`config.mk`:
```
export PLATFORM = sky130hd
export DESIGN_NAME = uint16_digit_emitter
export DESIGN_NICKNAME = d
export VERILOG_FILES = /design/src/rtl/uint16_digit_emitter_pkg.sv /design/src/rtl/UInt16DigitDisplay.sv /design/src/rtl/uint16_digit_emitter.sv
export SDC_FILE = /design/constraint.sdc
export NUM_CORES = 1
export LEC_CHECK = 0
export CORE_ASPECT_RATIO = 1.75
export CORE_MARGIN = 10
export CORE_UTILIZATION = 50
export DETAILED_ROUTE_END_ITERATION = 6
export GPL_TIMING_DRIVEN = 0
export PLACE_DENSITY = 0.75
export SLEW_MARGIN = 20
export SYNTH_ARGS = -nofsm -noshare
export SYNTH_HDL_FRONTEND = slang
export SYNTH_SLANG_ARGS = --single-unit
```
`constraint.sdc`:
```
create_clock -name clk -period 6.2 [get_ports clk]
set_clock_uncertainty 0.05 [all_clocks]
set_input_delay 1.24 -clock clk [delete_from_list [all_inputs] [get_ports clk]]
set_output_delay 1.24 -clock clk [all_outputs]
set_load 0.02 [all_outputs]
```
`src/rtl/uint16_digit_emitter_pkg.sv`:
```
// Shared types and constants for the uint16 decimal digit emitter.
//   uint16_t / digit_t : data widths of the binary input and one decimal digit
//   state_t            : emitter FSM encoding
//   dabble_step        : one double-dabble iteration over {bcd, binary}
//   msd_index          : position of the most significant nonzero BCD digit
//   bcd_digit          : selects one nibble of the BCD register
package uint16_digit_emitter_pkg;

    localparam int unsigned CONV_STEPS = 16;
    localparam int unsigned NUM_DIGITS = 5;
    localparam int unsigned BCD_W      = 4 * NUM_DIGITS;

    typedef logic [15:0] uint16_t;
    typedef logic [3:0]  digit_t;
    typedef logic [2:0]  digit_idx_t;
    typedef logic [BCD_W-1:0] bcd_t;

    typedef enum logic [1:0] {
        ST_IDLE,
        ST_CONVERT,
        ST_EMIT
    } state_t;

    // Add 3 to every nibble >= 5, then shift {bcd, bin} left by one.
    function automatic logic [BCD_W+15:0] dabble_step(input bcd_t bcd, input uint16_t bin);
        bcd_t adj;
        adj = bcd;
        for (int unsigned i = 0; i < NUM_DIGITS; i++) begin
            if (adj[i*4 +: 4] >= 4'd5) begin
                adj[i*4 +: 4] = adj[i*4 +: 4] + 4'd3;
            end
        end
        return {adj[BCD_W-2:0], bin, 1'b0};
    endfunction

    // Highest nonzero digit position; falls back to the units digit for zero.
    function automatic digit_idx_t msd_index(input bcd_t bcd);
        digit_idx_t idx;
        idx = '0;
        for (int unsigned i = 0; i < NUM_DIGITS; i++) begin
            if (bcd[i*4 +: 4] != 4'd0) begin
                idx = digit_idx_t'(i);
            end
        end
        return idx;
    endfunction

    function automatic digit_t bcd_digit(input bcd_t bcd, input digit_idx_t idx);
        digit_t d;
        case (idx)
            3'd0:    d = bcd[3:0];
            3'd1:    d = bcd[7:4];
            3'd2:    d = bcd[11:8];
            3'd3:    d = bcd[15:12];
            3'd4:    d = bcd[19:16];
            default: d = '0;
        endcase
        return d;
    endfunction

endpackage

```
`src/rtl/UInt16DigitDisplay.sv`:
```
// 7-segment decoder for a single decimal digit.
//   digit        : BCD digit 0..9 (values above 9 blank the display)
//   top .. middle: segment enables, active high
//                  (a=top, b=top_right, c=bottom_right, d=bottom,
//                   e=bottom_left, f=top_left, g=middle)
module UInt16DigitDisplay
    import uint16_digit_emitter_pkg::*;
(
    input  digit_t digit,
    output logic   top_left,
    output logic   top,
    output logic   top_right,
    output logic   bottom_right,
    output logic   bottom,
    output logic   bottom_left,
    output logic   middle
);

    logic [6:0] seg_abcdefg;

    always_comb begin
        seg_abcdefg = '0;
        case (digit)
            4'd0: seg_abcdefg = 7'b1111110;
            4'd1: seg_abcdefg = 7'b0110000;
            4'd2: seg_abcdefg = 7'b1101101;
            4'd3: seg_abcdefg = 7'b1111001;
            4'd4: seg_abcdefg = 7'b0110011;
            4'd5: seg_abcdefg = 7'b1011011;
            4'd6: seg_abcdefg = 7'b1011111;
            4'd7: seg_abcdefg = 7'b1110000;
            4'd8: seg_abcdefg = 7'b1111111;
            4'd9: seg_abcdefg = 7'b1111011;
            default: seg_abcdefg = '0;
        endcase
    end

    assign top          = seg_abcdefg[6];
    assign top_right    = seg_abcdefg[5];
    assign bottom_right = seg_abcdefg[4];
    assign bottom       = seg_abcdefg[3];
    assign bottom_left  = seg_abcdefg[2];
    assign top_left     = seg_abcdefg[1];
    assign middle       = seg_abcdefg[0];

endmodule

```
`src/rtl/uint16_digit_emitter.sv`:
```
// Converts a 16-bit unsigned value to decimal with a 16-step double dabble,
// then streams the digits MSD first (no leading zeros) over a valid/ready
// handshake, with a gated 7-segment image of the offered digit.
//   clk, rst      : clock, synchronous active-high reset
//   start, number : conversion request (taken only when idle) and its value
//   busy          : high whenever not idle
//   digit, digit_valid, digit_ready, digit_last : digit stream
//   top_left .. middle : 7-segment image of digit, zero when not valid
module uint16_digit_emitter
    import uint16_digit_emitter_pkg::*;
(
    input  logic    clk,
    input  logic    rst,
    input  logic    start,
    input  uint16_t number,
    output logic    busy,
    output digit_t  digit,
    output logic    digit_valid,
    input  logic    digit_ready,
    output logic    digit_last,
    output logic    top_left,
    output logic    top,
    output logic    top_right,
    output logic    bottom_right,
    output logic    bottom,
    output logic    bottom_left,
    output logic    middle
);

    state_t     state;
    uint16_t    bin_reg;
    bcd_t       bcd_reg;
    logic [4:0] step_cnt;
    digit_idx_t emit_idx;

    logic [BCD_W+15:0] step_res;
    bcd_t              step_bcd;
    uint16_t           step_bin;
    digit_idx_t        step_msd;
    digit_idx_t        next_idx;

    always_comb begin
        step_res = dabble_step(bcd_reg, bin_reg);
        step_bcd = step_res[BCD_W+15:16];
        step_bin = step_res[15:0];
        step_msd = msd_index(step_bcd);
        next_idx = emit_idx - 3'd1;
    end

    // The first digit is loaded on the same edge as the final dabble step,
    // so it is taken from the stepped value rather than from bcd_reg.
    always_ff @(posedge clk) begin
        if (rst) begin
            state       <= ST_IDLE;
            bin_reg     <= '0;
            bcd_reg     <= '0;
            step_cnt    <= '0;
            emit_idx    <= '0;
            busy        <= 1'b0;
            digit       <= '0;
            digit_valid <= 1'b0;
            digit_last  <= 1'b0;
        end else begin
            case (state)
                ST_IDLE: begin
                    if (start) begin
                        bin_reg  <= number;
                        bcd_reg  <= '0;
                        step_cnt <= '0;
                        busy     <= 1'b1;
                        state    <= ST_CONVERT;
                    end
                end
                ST_CONVERT: begin
                    bcd_reg  <= step_bcd;
                    bin_reg  <= step_bin;
                    step_cnt <= step_cnt + 5'd1;
                    if (step_cnt == 5'(CONV_STEPS - 1)) begin
                        state       <= ST_EMIT;
                        emit_idx    <= step_msd;
                        digit       <= bcd_digit(step_bcd, step_msd);
                        digit_valid <= 1'b1;
                        digit_last  <= (step_msd == 3'd0);
                    end
                end
                ST_EMIT: begin
                    if (digit_ready) begin
                        if (digit_last) begin
                            state       <= ST_IDLE;
                            busy        <= 1'b0;
                            digit       <= '0;
                            digit_valid <= 1'b0;
                            digit_last  <= 1'b0;
                        end else begin
                            emit_idx   <= next_idx;
                            digit      <= bcd_digit(bcd_reg, next_idx);
                            digit_last <= (next_idx == 3'd0);
                        end
                    end
                end
                default: begin
                    state       <= ST_IDLE;
                    busy        <= 1'b0;
                    digit       <= '0;
                    digit_valid <= 1'b0;
                    digit_last  <= 1'b0;
                end
            endcase
        end
    end

    logic seg_tl, seg_t, seg_tr, seg_br, seg_b, seg_bl, seg_m;

    UInt16DigitDisplay u_display (
        .digit        (digit),
        .top_left     (seg_tl),
        .top          (seg_t),
        .top_right    (seg_tr),
        .bottom_right (seg_br),
        .bottom       (seg_b),
        .bottom_left  (seg_bl),
        .middle       (seg_m)
    );

    assign top_left     = seg_tl & digit_valid;
    assign top          = seg_t  & digit_valid;
    assign top_right    = seg_tr & digit_valid;
    assign bottom_right = seg_br & digit_valid;
    assign bottom       = seg_b  & digit_valid;
    assign bottom_left  = seg_bl & digit_valid;
    assign middle       = seg_m  & digit_valid;

endmodule

```
## Yosys cells after proc, flatten, opt, wreduce, memory -nomap -nowiden

Memories as Yosys holds them, arrays and structs flattened. A register that Yosys moved wholly into a read port is not among the register bits.
Cells that the tools add are included.

| storage, ports and cells | value |
|---|---|
| word-level logic and storage cells | 104 |
| register bits after elaboration | 53 |
| output and inout bits | 14 |
| memories kept | 1 |
| memory bits (read-only) | 112 |

| cells by class | value |
|---|---|
| $add $sub $neg | 7 |
| multiplexer cells | 42 |
| reductions and logical operators | 15 |
| eq/ne operators | 16 |
| magnitude comparators | 5 |
| bitwise gates (word level) | 9 |

Memories:

| memory | words | bits a word | rd ports | clocked after memory_dff | wr ports | line | text |
|---|---|---|---|---|---|---|---|
| (no name shown) | 16 | 7 | 1 | 1 | 0 | UInt16DigitDisplay.sv:23 | `case (digit)` |

Operators with widths:

| operator | count |
|---|---|
| 20-bit one-hot mux with 2 select lines | 1 |
| 4-bit one-hot mux with 5 select lines | 2 |
| 4-bit two-way mux | 9 |
| 16-bit one-hot mux with 2 select lines | 1 |
| 3-bit two-way mux | 7 |
| 4-bit by 3-bit greater-or-equal comparator with 1-bit output, second input constant | 5 |
| 20-bit two-way mux | 1 |
| 4-bit by 2-bit adder with 4-bit output, second input constant | 4 |
| 16-bit two-way mux | 1 |
| 4-bit AND reduction | 4 |
| 4-bit nonzero test | 4 |
| 3-bit by 2-bit equality test with 1-bit output, second input constant | 4 |
| 4-bit one-hot mux with 3 select lines | 1 |
| 2-bit inequality test, second input constant | 5 |
| 5-bit one-hot mux with 2 select lines | 1 |
| 1-bit one-hot mux with 3 select lines | 3 |
| 1-bit two-way mux | 8 |
| 2-bit two-way mux | 4 |
| 1-bit bitwise AND | 7 |
| 3-bit by 1-bit equality test with 1-bit output, second input constant | 2 |
| 3-bit equality test, second input constant | 2 |
| 3-bit zero test | 2 |
| 2-bit one-hot mux with 3 select lines | 1 |
| 3-bit one-hot mux with 2 select lines | 1 |
| other kinds (12) | 14 |

## Depth between registers and ports, before layout

Gate-level depths: netlist of the first run.

| logic depth | value |
|---|---|
| word-level depth | 13 |
| mapped depth | 15 |

## Cells and area by module

From an unflattened synthesis of the first run, not the netlist that was laid out.

| unflattened totals | value |
|---|---|
| cells, all modules | 495 |
| area total of the unflattened synthesis | 3738.6 sq um |

Modules (own cells, without submodules):

| module | instances | seq. area each (sq um) | cells an instance | area an instance (sq um) |
|---|---|---|---|---|
| uint16_digit_emitter | 1 | 1061.0 | 467 | 3519.6 |
| UInt16DigitDisplay | 1 | 0.0 | 28 | 219.0 |

## Least setup slack after synthesis of the first run

No wires, ideal clock.

| timing path | value |
|---|---|
| kind | input to register |
| from | input digit_ready |
| to | register u_display.seg_abcdefg[3] (netlist name) |
| stages on the path | 12 |
| required time | 6.021 ns |
| arrival time | 3.275 ns |
| buffers on the path | 1 |
| setup slack | 2.746 ns |
| cells stage by stage | nor2b_1 or3_1 buf_2 nor3_1 a22o_1 a311o_1 o22ai_1 nor2_1 inv_1 ha_1 nor4b_1 a211oi_1 |

| between the ends | value |
|---|---|
| word-level cells in the longest chain between the ends | 4 |

RTL lines:

| item | line | text |
|---|---|---|
| start, declared | uint16_digit_emitter.sv:19 | `input logic digit_ready,` |
| 2-bit inequality test (no line) | -- |  |
| 3-bit AND reduction (no line) | -- |  |
| 4-bit two-way mux (no line) (2 in a row) | -- |  |

Every way passes these cells.
A chain may end at the register's enable or synchronous reset.

## Worst setup path in the final report of the first run

| timing path | value |
|---|---|
| from | input digit_ready |
| to | register u_display.seg_abcdefg[3] (netlist name) |

| between the ends | value |
|---|---|
| word-level cells in the longest chain between the ends | 4 |

RTL lines:

| item |
|---|
| 2-bit inequality test (no line) |
| 3-bit AND reduction (no line) |
| 4-bit two-way mux (no line) (2 in a row) |

Every way passes these cells.

==> out/summary.json, run 1 <==
{
  "critPathMaxFanout": 8,
  "yosys_warnings": 0,
  "ys.flop_type": "sky130_fd_sc_hd__dfxtp_1",
  "cpMaxStageDelayCell": "sky130_fd_sc_hd__clkdlybuf4s50_1",
  "worst_setup_path_end_kind": "register",
  "cts.htree.levels": 3,
  "synth-adder-area-share_pct": 8.31,
  "wl_per_cell_um": 19.0,
  "layout.cells.most_common": "sky130_fd_sc_hd__nor2_1",
  "critPathLaunchType": "input pin",
  "grt_remaining_overflow": 0,
  "worstHoldPathType": "register to register",
  "cts_inserted_buffers": 9,
  "synth_xor_area_share_pct": 1.57,
  "finalSetupViolations": 0,
  "combinational_family_with_the_most_area_after_synthesis": "compound AO/OA/AOI/OAI gates",
  "rows": 42,
  "gr-usage-met1_pct": 17.7,
  "finish.net_count": 569,
  "max_clock_freq_mhz": 244,
  "grt_use_met2_pct": 37.7,
  "ys_types": 65,
  "final_cell_mix": "61 x sky130_fd_sc_hd__nor2_1, 60 x sky130_fd_sc_hd__dfxtp_1, 33 x sky130_fd_sc_hd__clkdlybuf4s50_1",
  "crit_reg_reg_endpoint": "u_display.seg_abcdefg[3]$_DFF_P_",
  "multi_input_area_um2": 2510,
  "detail_route.drc_violations": 0,
  "detailedPlace.worstSlack_ns": 1.78,
  "detail_route.first_pass.iterations": 6,
  "ir_drop_mv": 0.174,
  "vias_per_cell": 6.14,
  "dp.cells": 600,
  "finalCoreUtilization_pct": 61.4,
  "p_leak_nw": 1.79,
  "largest_reg_flops": 20,
  "fp.dieH_um": 137,
  "placeableCoreArea_um2": 7620,
  "synth_top_cells_by_area": "sky130_fd_sc_hd__dfxtp_1 31%, sky130_fd_sc_hd__ha_1 8.3%, sky130_fd_sc_hd__mux2i_1 5.9%",
  "ff2ff_path_depth": 13,
  "cts-root-buf": "sky130_fd_sc_hd__clkbuf_16",
  "cell_count_after_synthesis": 479,
  "vias_in_the_first_global_route": 3832,
  "yosysTopAreaCellShare_pct": 30.7,
  "final.setup.tns_ns": 0,
  "status": "finished, final reports clean",
  "reg2reg_slack_ns": 2.27,
  "cell_type_with_the_highest_aggregate_area_in_the_netlist": "sky130_fd_sc_hd__dfxtp_1",
  "initial_core_util_pct": 51.4,
  "hold_slack_ns": 0.445,
  "setup_ws_ns": 2.10,
  "timing.hold.worst_path_depth": 2,
  "route.vias.total": 3780,
  "global_route.peak_usage_layer": "met2",
  "clockBufferDepth": 2,
  "post-route-cell-area_um2": 4680,
  "relSlewSlack_pct": 53.3,
  "clock_sink_count": 60,
  "dieWidth_um": 86.9,
  "report.final.hold_viol_count": 0,
  "fin_total_pwr_mw": 1.06,
  "numPortBuffers": 33,
  "areaGrowthSynthToFinish_pct": 19.5,
  "fin_crit_sh_pct": 66.2,
  "cts.repair.resized": 0,
  "groute.layer.met3.usage_pct": 3.75,
  "max_slew.worst_pin.slew_ns": 0.700,
  "drtAntennaViolNets": 0,
  "postSynth.asyncResetShare_pct": 0,
  "gp_congestion": 0.954,
  "power_per_cell_area_nw_per_um2": 227,
  "cts-hold-fix-buffers": 0,
  "tritoncts_clock_tree": "done",
  "syn_nets": 525,
  "regToRegStartpoint": "bcd_reg[12]$_SDFFE_PP0P_",
  "final-max-slew-violation-count": 0,
  "detail_route.iter0.violations": 272,
  "hold_end": "step_cnt[4]$_SDFFE_PP0P_",
  "rsz_0062_raised_after_global_routing": "no",
  "complex_gate_fraction_of_the_synthesized_area_pct": 26.2,
  "grt_max_degree": 11,
  "global_route.usage.total_pct": 19.9,
  "synth.yosys.seq_area_share_pct": 30.7,
  "post-cts-setup-buffer-count": 0,
  "clkLatencyLatePin_ns": 0.34,
  "multiplexer_area_fraction_after_synthesis_pct": 6.74,
  "path_class": "input pin to register",
  "required_ns": 6.36,
  "post_synth.cell_area_avg_um2": 8.17,
  "timing.max_cap.violations": 0,
  "finish.cell_count_without_fillers": 616,
  "storage_element_area_um2": 1200,
  "layout_cells_sized_above_1_pct": 7.39,
  "synth.ff_latch_count": 60,
  "timing.critical_path.arrival_ns": 4.27,
  "cp_cell_sequence": "clkdlybuf4s50_1, nor2b_1, or3_1, buf_2, nor3_1, a22o_1, a311o_1, o22ai_1, nor2_1, inv_1, ha_1, nor4b_1, a211oi_1",
  "clk_pin_slew_ns": 0.05,
  "postPlaceCellArea_um2": 4360,
  "final.fill_count": 656,
  "hold_path.startpoint": "step_cnt[4]$_SDFFE_PP0P_",
  "grt_antenna_before_repair": 0,
  "insertedDiodeCount": 0,
  "synth_enable_flop_cells": 0,
  "wire_length_of_the_first_global_routing_pass_um": 18700,
  "hpwl_um": 9110,
  "ios": 34,
  "cell_area_after_synthesis_um2": 3920,
  "max_stage_delay_ns": 0.52,
  "timing.final.crit_period_ns": 4.10,
  "post_synth_and_or_nand_nor_area_fraction_pct": 21.2,
  "detail_route.wirelength_um": 11700,
  "fp.dieArea_um2": 11900
}
## routing by layer
layer | wire [µm] | vias up
met5 | 0 | -
met2 | 6490 | 133
met3 | 506 | 38
met1 | 4040 | 1768
li1 | - | 1841
met4 | 669 | 0
## worst max-delay path by stage
stage	startpoint	to	depth (start not counted)
global placement	digit_ready	u_display.seg_abcdefg[3]$_DFF_P_	13
finish	digit_ready	u_display.seg_abcdefg[3]$_DFF_P_	13
global route	digit_ready	u_display.seg_abcdefg[3]$_DFF_P_	13
detailed placement	digit_ready	u_display.seg_abcdefg[3]$_DFF_P_	13
floorplan	digit_ready	u_display.seg_abcdefg[3]$_DFF_P_	12
CTS	digit_ready	u_display.seg_abcdefg[3]$_DFF_P_	13
## logic make-up (layout without fill, tap and decap cells)
| logic type | count (synthesis) | in the layout |
|---|---|---|
| AOI/OAI and AO/OA | 143 | 143 |
| xor gates and xnor gates | 7 | 7 |
| adders and majority gates | 26 | 26 |
| buffers and inverters | 51 | 100 |
| DFF | 60 | 60 |
| muxes | 26 | 26 |
| and+or+nand+nor | 166 | 166 |
## where the power goes
part	internal, mW	switching [mW]
registers	0.401	0.00892
clock network	0.354	0.180
logic	0.0451	0.0715
total	0.800	0.260
## synth_stat cells (5+ instances only)
cell type and n:
sky130_fd_sc_hd__inv_1 24, sky130_fd_sc_hd__clkbuf_1 16, sky130_fd_sc_hd__xnor2_1 6, sky130_fd_sc_hd__a22oi_1 19, sky130_fd_sc_hd__or3_1 6, sky130_fd_sc_hd__and2_1 12
sky130_fd_sc_hd__nand2_1 25, sky130_fd_sc_hd__mux2i_1 23, sky130_fd_sc_hd__nor3_1 9, sky130_fd_sc_hd__and3_1 5, sky130_fd_sc_hd__nand4_1 6, sky130_fd_sc_hd__buf_2 7
sky130_fd_sc_hd__a21oi_1 29, sky130_fd_sc_hd__o21ai_0 19, sky130_fd_sc_hd__dfxtp_1 60, sky130_fd_sc_hd__ha_1 26, sky130_fd_sc_hd__nor2b_1 6, sky130_fd_sc_hd__nand3_1 12
sky130_fd_sc_hd__nor2_1 61, sky130_fd_sc_hd__a31oi_1 5, sky130_fd_sc_hd__a211oi_1 21, sky130_fd_sc_hd__nand2b_1 6
## final cells by class
class | instances | share of cell area, %
Multi-Input combinational cell | 368 | 53.6
Sequential cell | 60 | 25.7
Clock buffer | 13 | 5.99
Inverter | 24 | 1.93
Tap cell | 88 | 2.35
Buffer | 27 | 2.51
Clock inverter | 3 | 0.909
Timing Repair Buffer | 33 | 7.06
## critical path, delay by kind of cell
family,cells,cell delay [ns]
simple gates,5,1.32
buf+inv,3,0.82
compound gates,4,0.58
fa+ha+maj,1,0.31
(Power assumes the default switching activity.)
==> run 2: changes to the inputs <==
Clock period 6.2 ns to 3.97 ns, I/O delays scaled along.
==> run 2 against run 1 <==
Net effect:
- the run now ends with design-rule violations left
- worst setup slack got worse by 1.8 ns
- clock power grew 56%
- worst hold slack better by 0.0015 ns
- count of clock-buffer cells in the layout is the same
- die area unchanged
- routed wire length increased by 0.57%
- critical path type is now register to register
- critical endpoint unchanged
==> out/summary.json, run 2 (synthesis results as in run 1) <==
{
  "vias_per_cell": {"value": 6.16, "change": "+0.37%"},
  "postPlaceCellArea": {"value": 4360, "unit": "µm²", "change": "unchanged"},
  "detail_route.iter0.violations": {"value": 316, "change": "+16%"},
  "route.vias.total": {"value": 3794, "change": "+0.37%"},
  "internal_power": {"value": 1.25, "unit": "mW", "change": "+56%"},
  "final_cell_mix": "60 x sky130_fd_sc_hd__nor2_1, 60 x sky130_fd_sc_hd__dfxtp_1, 33 x sky130_fd_sc_hd__clkdlybuf4s50_1",
  "combinationalPowerShare": {"value": 11.0, "unit": "%", "change": "about the same"},
  "power.switching": {"value": 0.407, "unit": "mW", "change": "+56%"},
  "timing.critical_path.arrival": {"value": 3.81, "unit": "ns", "change": "-0.46 ns"},
  "timing.final.crit_period_ns": 3.65,
  "power.share.clock": {"value": 50.3, "unit": "%", "change": "about the same"},
  "finalSetupViolations": {"value": 0, "change": "unchanged"},
  "p_leak": {"value": 1.81, "unit": "nW", "change": "+1.4%"},
  "hpwl": {"value": 9110, "unit": "µm", "change": "unchanged"},
  "fp.dieH": {"value": 137, "unit": "µm", "change": "unchanged"},
  "clockBufferDepth": {"value": 2, "change": "unchanged"},
  "detail_route.drc_violations": {"value": 1, "change": "+1"},
  "netSwitchingFraction": {"value": 24.6, "unit": "%", "change": "about the same"},
  "cts-root-buf": "sky130_fd_sc_hd__clkbuf_16",
  "vias_in_the_first_global_route": {"value": 3832, "change": "unchanged"},
  "worst_setup_path_end_kind": "register",
  "grt_antenna_before_repair": {"value": 0, "change": "unchanged"},
  "global_route.usage.total": {"value": 19.9, "unit": "%", "change": "unchanged"},
  "placeableCoreArea": {"value": 7620, "unit": "µm²", "change": "unchanged"},
  "timing.max_cap.violations": {"value": 0, "change": "unchanged"},
  "final-max-slew-violation-count": {"value": 0, "change": "unchanged"},
  "power_per_cell_area": {"value": 352, "unit": "nW/µm²", "change": "+55%"},
  "violations": "design-rule violations",
  "detail_route.wirelength": {"value": 11800, "unit": "µm", "change": "+0.57%"},
  "grt_max_degree": {"value": 11, "change": "unchanged"},
  "required": {"value": 4.13, "unit": "ns", "change": "-2.23 ns"},
  "rsz_0062_raised_after_global_routing": "no",
  "clock_sink_count": {"value": 60, "change": "unchanged"},
  "worstHoldPathType": "register to register",
  "gp_congestion": {"value": 0.954, "change": "unchanged"},
  "initial_core_util": {"value": 51.4, "unit": "%", "change": "unchanged"},
  "hold_slack": {"value": 0.447, "unit": "ns", "change": "+0.00155 ns"},
  "finish.cell_count_without_fillers": {"value": 616, "change": "unchanged"},
  "max_clock_freq_mhz": 274,
  "layout_cells_sized_above_1": {"value": 8.33, "unit": "%", "change": "+0.95 points"},
  "drtAntennaViolNets": {"value": 0, "change": "unchanged"},
  "rows": {"value": 42, "change": "unchanged"},
  "top_cell_family_by_delay_on_the_critical_path": "compound AO/OA/AOI/OAI gates",
  "wl_per_cell": {"value": 19.1, "unit": "µm", "change": "+0.57%"},
  "detail_route.first_pass.iterations": {"value": 7, "change": "+1"},
  "critPathMaxFanout": {"value": 7, "change": "-1"},
  "max_stage_delay": {"value": 0.47, "unit": "ns", "change": "-0.05 ns"},
  "finish.net_count": {"value": 569, "change": "unchanged"},
  "status": "complete, but fails checks",
  "dieWidth": {"value": 86.9, "unit": "µm", "change": "unchanged"},
  "report.final.hold_viol_count": {"value": 0, "change": "unchanged"},
  "fp.dieArea": {"value": 11900, "unit": "µm²", "change": "unchanged"},
  "ir_drop": {"value": 0.271, "unit": "mV", "change": "+56%"},
  "ios": {"value": 34, "change": "unchanged"},
  "cts.htree.levels": {"value": 3, "change": "unchanged"},
  "clk_pin_slew": {"value": 0.05, "unit": "ns", "change": "about the same"},
  "path_class": "register to register",
  "cpMaxStageDelayCell": "sky130_fd_sc_hd__o41ai_2",
  "cts_inserted_buffers": {"value": 9, "change": "unchanged"},
  "post-route-cell-area": {"value": 4700, "unit": "µm²", "change": "+0.56%"},
  "clkLatencyLatePin": {"value": 0.34, "unit": "ns", "change": "about the same"},
  "insertedDiodeCount": {"value": 0, "change": "unchanged"},
  "dp.cells": {"value": 600, "change": "unchanged"},
  "areaGrowthSynthToFinish_pct": 20.2,
  "wire_length_of_the_first_global_routing_pass": {"value": 18700, "unit": "µm", "change": "unchanged"},
  "final.setup.tns": {"value": 0, "unit": "ns", "change": "unchanged"},
  "numPortBuffers": {"value": 33, "change": "unchanged"},
  "critPathLaunchType": "register",
  "fin_crit_sh_pct": 91.8,
  "cp_cell_sequence": "inv_1, ha_1, and3_1, o21bai_1, a221oi_4, nand2_1, o41ai_2, o22ai_2, nor2_2, inv_1, ha_1, nor4b_1, a211oi_1",
  "cp.buffers_inverters": {"value": 2, "change": "-1"},
  "power.share.sequential": {"value": 38.6, "unit": "%", "change": "about the same"},
  "tritoncts_clock_tree": "done",
  "relSlewSlack": {"value": 53.9, "unit": "%", "change": "+0.57 points"},
  "largest_reg_flops": {"value": 20, "change": "unchanged"},
  "post-cts-setup-buffer-count": {"value": 0, "change": "unchanged"},
  "max_slew.worst_pin.slew": {"value": 0.692, "unit": "ns", "change": "-0.00857 ns"},
  "grt_remaining_overflow": {"value": 0, "change": "unchanged"}
}
==> run 2: worst register-to-register path, stage by stage, from the launching register on <==
cell and delay (ns):
sky130_fd_sc_hd__dfxtp_1 0.44, sky130_fd_sc_hd__inv_1 0.11, sky130_fd_sc_hd__ha_1 0.34, sky130_fd_sc_hd__and3_1 0.17, sky130_fd_sc_hd__o21bai_1 0.11, sky130_fd_sc_hd__a221oi_4 0.43, sky130_fd_sc_hd__nand2_1 0.17, sky130_fd_sc_hd__o41ai_2 0.47
sky130_fd_sc_hd__o22ai_2 0.23, sky130_fd_sc_hd__nor2_2 0.20, sky130_fd_sc_hd__inv_1 0.11, sky130_fd_sc_hd__ha_1 0.30, sky130_fd_sc_hd__nor4b_1 0.28, sky130_fd_sc_hd__a211oi_1 0.09
==> run 2: what timing repair did <==
| item | 4_1_cts | 5_1_grt |
|---|---|---|
| setup endpoints to repair | 0 | 3 |
| hold buffers | 0 | 0 |
| resized for setup | 0 | 5 |
==> run 2: final timing paths <==
| check | start | endpoint | slack [ns] | cells after the start |
|---|---|---|---|---|
| hold / removal | step_cnt[4]$_SDFFE_PP0P_ | step_cnt[4]$_SDFFE_PP0P_ | 0.45 | 2 |
| setup reg to reg | bcd_reg[8]$_SDFFE_PP0P_ | u_display.seg_abcdefg[3]$_DFF_P_ | 0.32 | 13 |
| hold reg to reg | step_cnt[4]$_SDFFE_PP0P_ | step_cnt[4]$_SDFFE_PP0P_ | 0.45 | 2 |
| setup / recovery | bcd_reg[8]$_SDFFE_PP0P_ | u_display.seg_abcdefg[3]$_DFF_P_ | 0.32 | 13 |
==> run 2: cell type report <==
cell class                      instances  area, µm²
Inverter                               24       90.1
Timing Repair Buffer                   33        330
Sequential cell                        60       1200
Buffer                                 27        118
Clock buffer                           13        280
Multi-Input combinational cell        368       2530
Fill cell                             648       2920
Clock inverter                          3       42.5
Tap cell                               88        110
==> run 2: metal layers <==
metal / GRT usage [%] / part of all wire [%] / vias up
li1: - / - / 1843
met1: 17.7 / 34 / 1762
met2: 37.7 / 55 / 144
met3: 3.75 / 5.2 / 45
met4: 14.6 / 6.0 / 0
met5: 0 / 0 / -
==> run 2: stage by stage <==
stage,util (%),power [mW],worst slack (ns)
global placement,57.2,0.827,0.0442
detailed placement,57.2,0.832,-0.00845
floorplan,-,0.764,0.824
CTS,61.4,1.65,0.0688
finish,61.7,1.66,0.324
global route,61.7,1.69,0.0500
==> run 2: power by group through the flow <==
stage / combinational, mW / clock [mW] / sequential [mW]
finish: 0.183 / 0.833 / 0.640
global route: 0.202 / 0.850 / 0.642
CTS: 0.182 / 0.830 / 0.640
detailed placement: 0.180 / 0 / 0.652
global placement: 0.176 / 0 / 0.651
floorplan: 0.115 / 0 / 0.649
==> run 3: changes to the inputs <==
Settings changed: CTS_CLUSTER_DIAMETER from default to 120.
Clock period 3.97 ns to 4.55 ns, I/O delays scaled along.
==> results of run 3 <==
Same layout as run 1 (identical final DEF). Status: finished, final reports clean.
Main changes from that run: setup slack after placement 1.78 ns -> 0.456 ns; setup slack after layout 2.10 ns -> 0.622 ns; start point of the critical path digit_ready -> bcd_reg[12]$_SDFFE_PP0P_; register-to-register setup slack 2.27 ns -> 0.62 ns; total power 1.06 mW -> 1.44 mW; worst IR drop on VDD 0.174 mV -> 0.237 mV
